### config.mk
export PLATFORM = sky130hd
export DESIGN_NAME = bcd_display_driver
export DESIGN_NICKNAME = d
export VERILOG_FILES = /design/src/rtl/bcd_display_pkg.sv /design/src/rtl/bcd_display_driver_seg7_encoder.sv /design/src/rtl/bcd_display_driver.sv
export SDC_FILE = /design/constraint.sdc
export NUM_CORES = 1
export LEC_CHECK = 0
export ABC_AREA = 1
export CORE_ASPECT_RATIO = 0.8
export CORE_MARGIN = 2
export CORE_UTILIZATION = 52
export CTS_CLUSTER_SIZE = 25
export DETAILED_ROUTE_END_ITERATION = 10
export PLACE_DENSITY = 0.84
export SLEW_MARGIN = 20
export SYNTH_ARGS = -nofsm -noshare
export SYNTH_HDL_FRONTEND = slang
export SYNTH_SLANG_ARGS = --single-unit
### constraint.sdc
create_clock -name i_clk -period 1.6 [get_ports i_clk]
set_input_delay 0.32 -clock i_clk [delete_from_list [all_inputs] [get_ports i_clk]]
set_output_delay 0.32 -clock i_clk [all_outputs]
set_load 0.02 [all_outputs]
### src/rtl/bcd_display_pkg.sv
// Shared types and constants for the BCD display driver: FSM state encoding,
// active-low 7-segment patterns and the digit-count sanity function.
package bcd_display_pkg;

  typedef enum logic [0:0] {
    IDLE  = 1'b0,
    SHIFT = 1'b1
  } state_e;

  // Active-low {g,f,e,d,c,b,a}
  localparam logic [6:0] SEG_0     = 7'b1000000;
  localparam logic [6:0] SEG_1     = 7'b1111001;
  localparam logic [6:0] SEG_2     = 7'b0100100;
  localparam logic [6:0] SEG_3     = 7'b0110000;
  localparam logic [6:0] SEG_4     = 7'b0011001;
  localparam logic [6:0] SEG_5     = 7'b0010010;
  localparam logic [6:0] SEG_6     = 7'b0000010;
  localparam logic [6:0] SEG_7     = 7'b1111000;
  localparam logic [6:0] SEG_8     = 7'b0000000;
  localparam logic [6:0] SEG_9     = 7'b0010000;
  localparam logic [6:0] SEG_BLANK = 7'b1111111;

  // True when N digits can represent the largest W-bit binary value.
  function automatic bit digits_fit(input int n_digits, input int w_bin);
    longint unsigned pow10;
    longint unsigned max_bin;
    pow10 = 1;
    for (int i = 0; i < n_digits; i++) begin
      pow10 = pow10 * 10;
    end
    max_bin = (longint'(1) << w_bin) - 1;
    return pow10 > max_bin;
  endfunction

endpackage

### src/rtl/bcd_display_driver_seg7_encoder.sv
// One BCD digit to an active-low 7-segment pattern; non-decimal nibbles and
// the explicit blank request both produce an unlit digit.
module seg7_encoder
  import bcd_display_pkg::*;
(
  input  logic [3:0] bcd_i,
  input  logic       blank_i,
  output logic [6:0] seg_o
);

  always_comb begin
    seg_o = SEG_BLANK;
    if (!blank_i) begin
      case (bcd_i)
        4'd0:    seg_o = SEG_0;
        4'd1:    seg_o = SEG_1;
        4'd2:    seg_o = SEG_2;
        4'd3:    seg_o = SEG_3;
        4'd4:    seg_o = SEG_4;
        4'd5:    seg_o = SEG_5;
        4'd6:    seg_o = SEG_6;
        4'd7:    seg_o = SEG_7;
        4'd8:    seg_o = SEG_8;
        4'd9:    seg_o = SEG_9;
        default: seg_o = SEG_BLANK;
      endcase
    end
  end

endmodule

### src/rtl/bcd_display_driver.sv
// Captures a product on the rising edge of i_valid, converts it to BCD with a
// bit-serial double-dabble engine and drives held active-low 7-seg digits.
module bcd_display_driver
  import bcd_display_pkg::*;
#(
  parameter int W_BIN    = 8,
  parameter int N_DIGITS = 3,
  parameter bit BLANK_LZ = 1'b1
) (
  input  logic                  i_clk,
  input  logic                  i_rst_n,
  input  logic                  i_valid,
  input  logic [W_BIN-1:0]      i_bin,
  output logic                  o_busy,
  output logic                  o_done,
  output logic [4*N_DIGITS-1:0] o_bcd,
  output logic [7*N_DIGITS-1:0] o_seg,
  output state_e                o_state_dbg
);

  localparam int BCD_W = 4 * N_DIGITS;
  localparam int SR_W  = BCD_W + W_BIN;
  localparam int CNT_W = $clog2(W_BIN + 1);
  localparam logic [CNT_W-1:0] LAST_CNT = CNT_W'(W_BIN - 1);

  if (!digits_fit(N_DIGITS, W_BIN)) begin : g_bad_params
    $error("N_DIGITS too small to hold a W_BIN-bit value");
  end

  state_e            state_q, state_d;
  logic              valid_q;
  logic [SR_W-1:0]   sr_q, sr_d, sr_adj, sr_shift;
  logic [CNT_W-1:0]  cnt_q, cnt_d;
  logic [BCD_W-1:0]  bcd_q, bcd_d;
  logic              done_q, done_d;
  logic              start;
  logic [N_DIGITS-1:0] blank;

  assign start = i_valid & ~valid_q & (state_q == IDLE);

  // Double-dabble step: per-nibble add-3 (no inter-nibble carry), then shift.
  always_comb begin
    sr_adj = sr_q;
    for (int i = 0; i < N_DIGITS; i++) begin
      if (sr_q[W_BIN+4*i +: 4] >= 4'd5) begin
        sr_adj[W_BIN+4*i +: 4] = sr_q[W_BIN+4*i +: 4] + 4'd3;
      end
    end
    sr_shift = sr_adj << 1;
  end

  always_comb begin
    state_d = state_q;
    sr_d    = sr_q;
    cnt_d   = cnt_q;
    bcd_d   = bcd_q;
    done_d  = 1'b0;
    case (state_q)
      IDLE: begin
        if (start) begin
          sr_d    = {{BCD_W{1'b0}}, i_bin};
          cnt_d   = '0;
          state_d = SHIFT;
        end
      end
      SHIFT: begin
        sr_d  = sr_shift;
        cnt_d = cnt_q + 1'b1;
        if (cnt_q == LAST_CNT) begin
          bcd_d   = sr_shift[SR_W-1:W_BIN];
          done_d  = 1'b1;
          state_d = IDLE;
        end
      end
      default: state_d = IDLE;
    endcase
  end

  always_ff @(posedge i_clk or negedge i_rst_n) begin
    if (!i_rst_n) begin
      state_q <= IDLE;
      valid_q <= 1'b0;
      sr_q    <= '0;
      cnt_q   <= '0;
      bcd_q   <= '0;
      done_q  <= 1'b0;
    end else begin
      state_q <= state_d;
      valid_q <= i_valid;
      sr_q    <= sr_d;
      cnt_q   <= cnt_d;
      bcd_q   <= bcd_d;
      done_q  <= done_d;
    end
  end

  // A digit is a leading zero when it and every digit above it are zero.
  always_comb begin
    logic upper_zero;
    upper_zero = 1'b1;
    blank      = '0;
    for (int i = N_DIGITS - 1; i >= 0; i--) begin
      upper_zero = upper_zero & (bcd_q[4*i +: 4] == 4'd0);
      blank[i]   = BLANK_LZ & (i > 0) & upper_zero;
    end
  end

  for (genvar g = 0; g < N_DIGITS; g++) begin : g_digit
    seg7_encoder u_enc (
      .bcd_i   (bcd_q[4*g +: 4]),
      .blank_i (blank[g]),
      .seg_o   (o_seg[7*g +: 7])
    );
  end

  assign o_busy      = (state_q == SHIFT);
  assign o_done      = done_q;
  assign o_bcd       = bcd_q;
  assign o_state_dbg = state_q;

endmodule

# Yosys cells after proc, flatten, opt, wreduce, memory -nomap -nowiden
# Memories as Yosys holds them, arrays and structs flattened.
# Cells that the tools add are included.
# classes
bitwise	5
n_lt_le_gt_ge	3
n_reduce_logical	3
n_addsub	4
eq_ne	2
muxes	14
# ops
cell	count
20-bit case mux with 2 select lines	1
20-bit 2-to-1 mux	1
7-bit 2-to-1 mux	2
4-bit by 3-bit greater-or-equal comparator with 1-bit output (second input constant)	3
4-bit 2-to-1 mux	3
4-bit by 2-bit adder with 4-bit output (second input constant)	2
4-bit zero test	2
4-bit case mux with 2 select lines	1
4-bit by 1-bit adder with 4-bit output (second input constant)	1
4-bit by 3-bit equality test with 1-bit output (second input constant)	1
1-bit 2-to-1 mux	4
3-bit by 2-bit adder with 3-bit output (second input constant)	1
1-bit bitwise AND	3
3-bit 2-to-1 mux	1
2-bit != test (second input constant)	1
1-bit NOT	2
1-bit case mux with 2 select lines	1
2-bit AND reduction	1
# word_totals
output_inout_bits	36
rom_bits	336
in_bits	11
memories	3
word_cells	40
reg_bits	39
# memory_table
memory	depth	word_bits	rd	rd_ports_with_merged_regs	write_ports	line_no	source
(no name shown)	16	7	1	0	0	bcd_display_driver_seg7_encoder.sv:14	case (bcd_i)
(no name shown)	16	7	1	0	0	bcd_display_driver_seg7_encoder.sv:14	
(no name shown)	16	7	1	0	0	bcd_display_driver_seg7_encoder.sv:14	

# Depth between registers and ports, before layout
# logic_depth
word_depth	5
depth_mapped	8

# Cells and area by module
# Synthesis repeated with hierarchy kept, for this count alone.
# hier_totals
cells_unflattened	326
hier_area_um2	2462.4
# by_module_without_submodules
mod	seq_area_each_um2	area_per_inst_um2	n_inst	cells_per_inst
bcd_display_driver	975.9	1850.5	1	215
seg7_encoder	0.0	203.9	3	37

# Worst setup path after synthesis
# No wires, ideal clock.
# synth_timing
path_type	reg2out
from	register bcd_q[8], in the netlist o_bcd[8]
to	output port o_seg[14]
t_arrival_ps	1518
stages_incl_launch_ff	6
slack_ps	-238
t_required_ps	1280
cell_sequence	dfrtp_1 > inv_1 > ha_1 > nor3b_2 > nor2_1 > o21ai_0
# synth_via
elab_chain_cells	2
# synth_rtl
item	line_no	source
from (decl)	bcd_display_driver.sv:34	logic [BCD_W-1:0] bcd_q, bcd_d;
from (signal assigned)	bcd_display_driver.sv:85	bcd_q <= '0;
from (signal assigned)	bcd_display_driver.sv:92	bcd_q <= bcd_d;
memory read 16 x 7 bit / 4-bit zero test (equally long branches)	--	
7-bit 2-to-1 mux *	bcd_display_driver_seg7_encoder.sv:13	if (!blank_i) begin
to (decl)	bcd_display_driver.sv:17	output logic [7*N_DIGITS-1:0] o_seg,
# Every way passes the cells marked *; elsewhere a longest branch is shown, timed or not.

# Worst setup path after layout
# layout_timing
from	register bcd_q[9], in the netlist o_bcd[9]
to	output port o_seg[10]
# layout_via
elab_chain_cells	3
# layout_rtl
item	line_no	source
4-bit zero test	bcd_display_driver.sv:103	upper_zero = upper_zero & (bcd_q[4*i +: 4] == 4'd0);
1-bit bitwise AND	bcd_display_driver.sv:103	
7-bit 2-to-1 mux	bcd_display_driver_seg7_encoder.sv:13	
# No other way between the ends.

==> qor.txt <==
Status - complete, but fails checks
Failing checks - negative setup slack
I/O Buffers - 46
WS Path Type - flip-flop to primary output
Final nets - 431
Syn Inst Count - 299
Fin crit period - 1.97 ns
Cell taking the most area after synthesis - dfrtp_1
H-tree depth - 2
Number of global-route vias before repair - 2,514
Clock net sink count - 39
Clock Skews - 0.00712 ns
Yosys warns - 0
Max Buffers Root-to-Sink - 2
First-pass GRT wire length - 11.2 mm
Total of max-cap violations - 0
CP Launch Point - o_bcd[9]
Design area - 3720 sq um
Top_reg_cell synth - dfrtp_1
Die height - 64.5 microns
Full die area - 5130 sq um
WL/cell - 15.7 microns
Post-synth ARST share - 1.00
Crit path max fanout - 4
Final GP Congestion - 0.859
Pre-antenna DRT Iters - 6
Initial antenna violation count - 0
Clk slew on worst S/H paths - 0.08 ns
Layout cells sized above 1 - 0.356
Dpl cells - 432
RSZ-0062 raised after global routing - yes
Layout Area Growth over Synthesis - 56.5%
R2R Setup Slk - 0.10 ns
Post-Route WL - 7.18 mm
Vias per cell - 5.53
CTS Buf Count - 5
Core Rows - 21
Core ar. - 4280 sq um
Critical R2R Launch - sr_q[9]
Pre-CTS setup slack - -0.589 ns
Syn nets - 332
FMAX - 507 MHz
Largest cells by area after synthesis - dfrtp_1 41%, nand2_1 13%, ha_1 12%
Cell with the most instances after synthesis - nand2_1
Core Util, Final - 0.868
Root Driver - clkbuf_8
Data arrival, critical path - 1.65 ns
Final worst slack - -0.374 ns
Initial Util - 0.555
DRC viols - 0
Most frequent cells after synthesis - 83 x nand2_1, 39 x dfrtp_1, 37 x nand3_1
Synth top area share - 0.411
TritonCTS clock tree - done
Hold WC Path Type - flip-flop to flip-flop
Post-DRT Antenna Nets - 0
Final setup violation count - 21
Req. time, crit path - 1.28 ns
Die width - 79.6 microns
I/O pin count - 47
GRT overflow - 0
Yosys reg bits - 39
Detailed Place HPWL - 4.34 mm
Setup crit end kind - primary output
Clk Latency, worst-skew pair - 0.29 ns
Placed inst area - 3280 sq um
Mapped Area - 2380 sq um
Overall routing resource usage - 0.278
Worst rel slew slack - 0.743
Number of flops mapped to enable cells by yosys - 0
Post-synthesis sequential area ratio - 0.411
Final Cycle Share - 1.23
DRT iter0 DRCs - 199
Layout Cells excl Fill - 456
Final Max Slew Viols - 0
Hold_sp - sr_q[0]
Startpoint Class - flip-flop
Largest net degree at the start of global routing - 40
N_diodes - 0
Synth cell types - 26
Final hold viol count - 0
Synthesized area per cell - 7.95 sq um
Vias post-DR - 2,520
Least-Margin Pin Slew - 0.382 ns
## per-stage QoR
stage / TNS (ns) / hold WS (ns)
6_report: -5.83 / 0.488
5_1_grt: -7.44 / 0.491
4_1_cts: -5.81 / 0.485
3_5_place_dp: -8.58 / 0.308
3_3_place_gp: -7.90 / 0.300
2_1_floorplan: -0.381 / 0.0244
## area by class of cell
type | instances | area (sq um)
Timing Repair Buffer | 100 | 933
Clock buffer | 7 | 96.3
Tap cell | 57 | 71.3
Inverter | 31 | 129
Fill cell | 219 | 564
Multi-Input combinational cell | 221 | 1500
Clock inverter | 1 | 7.51
Sequential cell | 39 | 981
## routing by layer
metal	vias to the layer above	global-route usage	wire length (microns)	share of wire
met2	105	0.492	3600	0.50
met4	0	0.0884	202	0.028
li1	1192	-	-	-
met5	-	0	0	0
met1	1194	0.341	2980	0.42
met3	29	0.0557	390	0.054
## worst max-delay path, cell delays in order, from the launching register on
cell and delay, ns:
dfrtp_2 0.43, inv_4 0.07, ha_4 0.13, nor3b_4 0.24, nand3_4 0.16, buf_12 0.17
nand3_4 0.05, buf_6 0.12
## state kept, by name (all words and copies together) (netlist names)
name	flops
o_done	1
sr_q	20
cnt_q	4
valid_q	1
o_busy	1
o_bcd	12
## placed cells by master (no fill, tap or decap), drive strengths merged, types with 7 or more instances in the layout
cell / synthesis / routed
nand2: 84 / 84
o21ai: 25 / 25
o22ai: 7 / 7
nor2: 21 / 21
clkbuf: 1 / 9
dlygate4sd2: 0 / 10
clkdlybuf4s50: 0 / 10
dfrtp: 39 / 39
inv: 31 / 31
nand4: 7 / 7
nand3: 38 / 38
ha: 22 / 22
buf: 7 / 75
## path summary, 6_finish.rpt
check                                  to  depth (start not counted)
worst max-delay path            o_seg[10]                          7
worst min-delay path              sr_q[0]                          2
worst max register to register   o_bcd[3]                          6
worst min register to register    sr_q[0]                          2
max in group asynchronous        o_bcd[2]                          3
min in group asynchronous         sr_q[2]                          3
## cells by family (layout without fill, tap and decap cells)
family	Yosys count	count (layout)	share of synthesized area
flops	39	39	0.411
simple gates	156	156	0.295
fa+ha+maj	22	22	0.116
compound gates	43	43	0.102
buf+inv	39	139	0.0764
## timing repair
| action | 4_1_cts | 5_1_grt |
|---|---|---|
| gates resized for setup | 155 | 47 |
| gates cloned | 0 | 0 |
| pin swaps | 7 | 13 |
| setup endpoints to repair | 34 | 25 |
| setup buffers | 14 | 1 |
| hold buffers | 1 | 0 |
| hold endpoints to repair | 39 | 0 |
Power is not shown: default switching activity piles up to over one toggle a cycle in this logic, so the estimate is an artifact.
